**src/rtl/seg7_scan_driver.sv**
```systemverilog
`default_nettype none
// ============================================================================
// Module   : seg7_scan_driver
// Purpose  : Time-multiplexed driver for an 8-digit common-anode 7-segment
//            display. One hex digit is scanned per CLK_DIV-cycle slot onto
//            shared active-low segment lines. Inputs are snapshotted only at
//            frame boundaries so a frame never mixes old and new data.
// Options  : define SEG7_BLINK_EN to build per-digit blinking (BLINK_DIV
//            frames per half-period); without it blink_in is ignored.
// Revision : 1.0 - initial release
// ============================================================================
module seg7_scan_driver #(
  parameter int CLK_DIV   = 100000,
  parameter int BLINK_DIV = 64
) (
  input  logic        clk,
  input  logic        rst,
  input  logic [31:0] data_in,
  input  logic [7:0]  dp_in,
  input  logic [7:0]  blank_in,
  input  logic [7:0]  blink_in,
  output logic [7:0]  an,
  output logic [6:0]  seg,
  output logic        dp,
  output logic        frame_sync
);

  localparam int              c_PW   = $clog2(CLK_DIV);
  localparam logic [c_PW-1:0] c_PMAX = c_PW'(CLK_DIV - 1);

  // Hex digit to active-low {g,f,e,d,c,b,a}
  function automatic logic [6:0] hex7(input logic [3:0] v);
    logic [6:0] s;
    case (v)
      4'h0: s = 7'h40;
      4'h1: s = 7'h79;
      4'h2: s = 7'h24;
      4'h3: s = 7'h30;
      4'h4: s = 7'h19;
      4'h5: s = 7'h12;
      4'h6: s = 7'h02;
      4'h7: s = 7'h78;
      4'h8: s = 7'h00;
      4'h9: s = 7'h10;
      4'hA: s = 7'h08;
      4'hB: s = 7'h03;
      4'hC: s = 7'h46;
      4'hD: s = 7'h21;
      4'hE: s = 7'h06;
      default: s = 7'h0E;
    endcase
    return s;
  endfunction

  logic [c_PW-1:0] r_pcnt;
  logic [2:0]      r_idx;
  logic [31:0]     r_sh_data;
  logic [7:0]      r_sh_dp;
  logic [7:0]      r_sh_blank;

  logic            w_tick;
  logic            w_boundary;
  logic [2:0]      w_idx_nxt;
  logic [31:0]     w_data;
  logic [7:0]      w_dpm;
  logic [7:0]      w_blankm;
  logic [3:0]      w_nib;
  logic            w_supp;
  logic            w_dark;
  logic [7:0]      w_an;
  logic [6:0]      w_seg;
  logic            w_dp;

  assign w_tick     = (r_pcnt == c_PMAX);
  assign w_boundary = w_tick && (r_idx == 3'd7);
  // idx wraps 7 -> 0 naturally, so the boundary case needs no special path
  assign w_idx_nxt  = r_idx + 3'd1;

  // On a boundary tick the freshly captured inputs are displayed immediately
  assign w_data   = w_boundary ? data_in  : r_sh_data;
  assign w_dpm    = w_boundary ? dp_in    : r_sh_dp;
  assign w_blankm = w_boundary ? blank_in : r_sh_blank;
  assign w_nib    = w_data[{w_idx_nxt, 2'b00} +: 4];

`ifdef SEG7_BLINK_EN
  localparam int              c_FW   = (BLINK_DIV > 1) ? $clog2(BLINK_DIV) : 1;
  localparam logic [c_FW-1:0] c_FMAX = c_FW'(BLINK_DIV - 1);

  logic [c_FW-1:0] r_fcnt;
  logic            r_bph;
  logic            r_sh_bph;
  logic [7:0]      r_sh_blink;

  // Frame counter toggles the blink phase; a frame displays the phase that
  // was current when it started, so all its slots agree on blink state.
  always_ff @(posedge clk or posedge rst) begin
    if (rst) begin
      r_fcnt     <= '0;
      r_bph      <= 1'b0;
      r_sh_bph   <= 1'b0;
      r_sh_blink <= 8'h00;
    end else if (w_boundary) begin
      r_sh_blink <= blink_in;
      r_sh_bph   <= r_bph;
      if (r_fcnt == c_FMAX) begin
        r_fcnt <= '0;
        r_bph  <= ~r_bph;
      end else begin
        r_fcnt <= r_fcnt + c_FW'(1);
      end
    end
  end

  assign w_supp = w_boundary ? (r_bph    & blink_in[w_idx_nxt])
                             : (r_sh_bph & r_sh_blink[w_idx_nxt]);
`else
  logic w_unused_blink;
  assign w_unused_blink = ^blink_in;
  assign w_supp         = 1'b0;
`endif

  assign w_dark = w_blankm[w_idx_nxt] | w_supp;

  // Next display values for the slot being entered
  always_comb begin
    w_an  = 8'hFF;
    w_seg = 7'h7F;
    w_dp  = 1'b1;
    if (!w_dark) begin
      w_an  = ~(8'b1 << w_idx_nxt);
      w_seg = hex7(w_nib);
      w_dp  = ~w_dpm[w_idx_nxt];
    end
  end

  // Prescaler: one tick every CLK_DIV cycles
  always_ff @(posedge clk or posedge rst) begin
    if (rst) begin
      r_pcnt <= '0;
    end else if (w_tick) begin
      r_pcnt <= '0;
    end else begin
      r_pcnt <= r_pcnt + c_PW'(1);
    end
  end

  // Slot advance, boundary snapshot and registered display outputs
  always_ff @(posedge clk or posedge rst) begin
    if (rst) begin
      r_idx      <= 3'd7;
      r_sh_data  <= 32'h0;
      r_sh_dp    <= 8'h00;
      r_sh_blank <= 8'h00;
      an         <= 8'hFF;
      seg        <= 7'h7F;
      dp         <= 1'b1;
      frame_sync <= 1'b0;
    end else begin
      frame_sync <= w_boundary;
      if (w_tick) begin
        r_idx <= w_idx_nxt;
        an    <= w_an;
        seg   <= w_seg;
        dp    <= w_dp;
      end
      if (w_boundary) begin
        r_sh_data  <= data_in;
        r_sh_dp    <= dp_in;
        r_sh_blank <= blank_in;
      end
    end
  end

endmodule
`default_nettype wire

```
**config.mk**
```make
export PLATFORM = sky130hd
export DESIGN_NAME = seg7_scan_driver
export DESIGN_NICKNAME = d
export VERILOG_FILES = /design/src/rtl/seg7_scan_driver.sv
export SDC_FILE = /design/constraint.sdc
export NUM_CORES = 1
export LEC_CHECK = 0
export ABC_AREA = 1
export BUFFER_PORTS_ARGS = -buffer_cell sky130_fd_sc_hd__buf_2
export CAP_MARGIN = 20
export CORE_MARGIN = 4
export CORE_UTILIZATION = 30
export DETAILED_ROUTE_END_ITERATION = 8
export GPL_ROUTABILITY_DRIVEN = 0
export SYNTH_ARGS = -nofsm -noshare
export SYNTH_HDL_FRONTEND = slang
export SYNTH_SLANG_ARGS = --single-unit
export TNS_END_PERCENT = 30
```
**constraint.sdc**
```tcl
create_clock -name clk -period 4.8 [get_ports clk]
set_input_delay 0.48 -clock clk [delete_from_list [all_inputs] [get_ports clk]]
set_output_delay 0.48 -clock clk [all_outputs]
set_load 0.05 [all_outputs]
```
==> impl_metrics.json <==
{
  "syn_to_final_growth_pct": 15.7,
  "grt_remaining_overflow": 0,
  "setup_violations": 0,
  "synth_edf_count": 0,
  "fin_nets": 727,
  "drcViolationCount": 0,
  "vias": 3945,
  "seqPwrFrac_pct": 50.8,
  "dr.pass1.iters": 4,
  "synthFlopType": "dfrtp_1",
  "cp.arrival_ps": 3410,
  "synth_area_um2": 4660,
  "antenna_found_initial": 0,
  "hp-class": "input pin to asynchronous set/reset pin",
  "critPathMaxStageDelay_ps": 650,
  "cts_made_buffers": 9,
  "yosysSeqAreaShare_pct": 46.2,
  "yosysWarnings": 0,
  "fin_util_pct": 35.4,
  "ant_nets": 0,
  "finalCritPeriodShare_pct": 65.1,
  "grt_pass1_wl_um": 18700,
  "power_mw": 1.42,
  "use_met3_pct": 3.46,
  "final_layout_size_suffix_gt1_share_pct": 21.3,
  "synth.area.top_cells": "dfrtp_1 (35%), nand3_1 (13%), nand2_1 (12%)",
  "p_int_mw": 1.09,
  "fin_skew_ps": 10.2,
  "post_cts.resized_instances": 0,
  "gr-usage-met2_pct": 22.1,
  "clk_path_buf_depth": 2,
  "p_per_area_nw_per_um2": 264,
  "diodes": 0,
  "rsz0062_at_grt": "no",
  "dieArea_um2": 17600,
  "switching_share_pct": 23.1,
  "core_area_um2": 15200,
  "grt_busiest_layer": "met2",
  "avgSynthCellArea_um2": 7.80,
  "fp.dieH_um": 133,
  "wire_per_inst_um": 13.4,
  "ys_ff_latch": 85,
  "track_usage_pct": 13.2,
  "switchingPower_mw": 0.328,
  "gr-usage-met1_pct": 16.4,
  "dp_hpwl_um": 8160,
  "cts-hold-fix-buffers": 0,
  "worstMarginPinSlew_ps": 818,
  "yosys.area.top_type": "dfrtp_1",
  "max_freq_mhz": 320,
  "slew_headroom_pct": 45.5,
  "crit_top_cell": "nand3_1",
  "slowest_stage": "dfstp_2",
  "vdd_drop_max_mv": 0.145,
  "critPathKind": "flip-flop to flip-flop",
  "cts-root-buf": "clkbuf_16",
  "cp_max_fo": 41,
  "crit_required_ps": 5090,
  "start_kind": "flip-flop",
  "cts_setup_buffers": 0,
  "tns_ps": 0,
  "die_w_um": 133,
  "ios": 75,
  "slew_violations": 0,
  "cp-end-kind": "flip-flop",
  "clk_latency_ps": 350,
  "drtIter0Drc": 210,
  "status": "finished clean",
  "fp-row-count": 45,
  "routed_wl_um": 11300,
  "synth_cells": 597,
  "cts_tree": "built",
  "drv_cap": 0,
  "pwr-share-clk_pct": 46.1,
  "leakagePower_nw": 2.68,
  "ys_types": 37,
  "grt_pass1_vias": 3799,
  "clkTransAtPathRegs_ps": 60,
  "synth.top_cell.area_share_pct": 35.5,
  "synthArstFlopShare_pct": 100,
  "via_per_inst": 4.65,
  "fin_cells": 849,
  "io_buffers": 66,
  "finalHoldViolations": 0,
  "start_util_pct": 30.6,
  "synth_nets": 668,
  "grt_max_degree": 65,
  "fin_crit_ps": 3120,
  "critPathTopFamily": "simple AND/OR/NAND/NOR gates",
  "crit_buf_inv": 4,
  "htree_levels": 3,
  "cts_num_sinks": 85,
  "path_cells": "ha_1, ha_1, nand3_2, buf_4, inv_1, nand2_1, nand3_1, nand3_1, nand3_1, nand2_2, ha_1, inv_1, nand3_1, nand3_1, nand3_1, nand2_1, inv_1",
  "dpl.cell_count": 833,
  "comb_power_share_pct": 3.1
}
-- path summary, 6_finish.rpt --
kind	slack, ps	start	cells past startpoint	end
max in group asynchronous	3550	rst	3	r_sh_dp[7]$_DFF_PP0_
min	110	rst	2	r_sh_blank[4]$_DFF_PP0_
max	1680	r_idx[0]$_DFFE_PP1N_	17	seg[0]$_DFFE_PP1N_
max reg2reg	1680	r_idx[0]$_DFFE_PP1N_	17	seg[0]$_DFFE_PP1N_
min in group clk	370	data_in[11]	3	r_sh_data[11]$_DFF_PP0_
min reg2reg	460	r_pcnt[0]$_DFF_PP0_	1	r_pcnt[0]$_DFF_PP0_
-- power groups by stage --
stage               Combinational (mW)  Clock, mW  Sequential (mW)
finish                          0.0440      0.655            0.721
global route                    0.0509      0.697            0.721
CTS                             0.0458      0.681            0.721
detailed placement              0.0457          0            0.734
global placement                0.0452          0            0.734
floorplan                       0.0165          0            0.734
-- synthesized netlist by cell type, drive strengths merged, types with 6 or more instances --
library cell / number
dfstp: 19
inv: 70
nand3: 131
nor3: 7
ha: 13
buf: 18
dfrtp: 66
o21ai: 11
nand4: 10
nand2: 157
a21oi: 8
nor2: 59
clkbuf: 6
-- registers in the layout, indices dropped and copies added (netlist names) --
| register | cells |
|---|---|
| r_sh_data | 32 |
| r_pcnt | 17 |
| an | 8 |
| r_sh_blank | 8 |
| r_sh_dp | 8 |
| seg | 7 |
| r_idx | 3 |
| dp | 1 |
| frame_sync | 1 |
-- placed cells by master, fill, tap and decap left out, types with 2 or more instances in the layout --
cell type and instances:
xor2_1 4, a31oi_1 2, a21oi_1 7, and2_1 2, dfstp_2 19, inv_6 2, nand3_2 9, ha_1 13
nor2_2 3, clkbuf_16 9, nand2_2 5, clkinv_2 2, inv_2 6, nor2_1 54, buf_4 6, nor3_2 2
inv_1 63, nand4_1 9, nor3_1 5, clkinvlp_4 2, nor2_4 2, o21ai_0 11, nand2_1 151, nor4_1 2
dfrtp_1 66, o21a_1 2, buf_2 66, or2_2 4, nand3_1 122
-- metal layers --
metal  part of all wire (%)  up-vias  routed length [um]
met5                      0        -                   0
met4                    1.5        0                 173
met3                    5.8       11                 655
met2                     49       83                5520
met1                     44     1818                5000
li1                       -     2033                   -
-- stage by stage --
stage	hold slack, ps	area [um^2]	setup slack (ps)
final	108	5390	1680
after global routing	142	5390	1310
after CTS	116	5390	1620
after detailed placement	450	5110	1640
after global placement	449	5110	1640
after floorplan	433	4660	2060
-- final cells by class --
class                           instances  area (um^2)
Clock buffer                           10          229
Clock inverter                          6         46.3
Fill cell                            1609         9820
Inverter                               71          268
Multi-Input combinational cell        417         2080
Sequential cell                        85         2150
Tap cell                              188          235
Timing Repair Buffer                   72          375
-- cells by family after synthesis --
| kind of cell | count (synthesis) | synth area share, % |
|---|---|---|
| AOI/OAI and AO/OA | 27 | 3.36 |
| xor gates and xnor gates | 5 | 0.941 |
| adders and majority gates | 13 | 3.49 |
| buffers and inverters | 95 | 9.11 |
| DFF | 85 | 46.2 |
| and+or+nand+nor | 372 | 36.9 |
No activity file was read; power rests on OpenSTA's default activity.
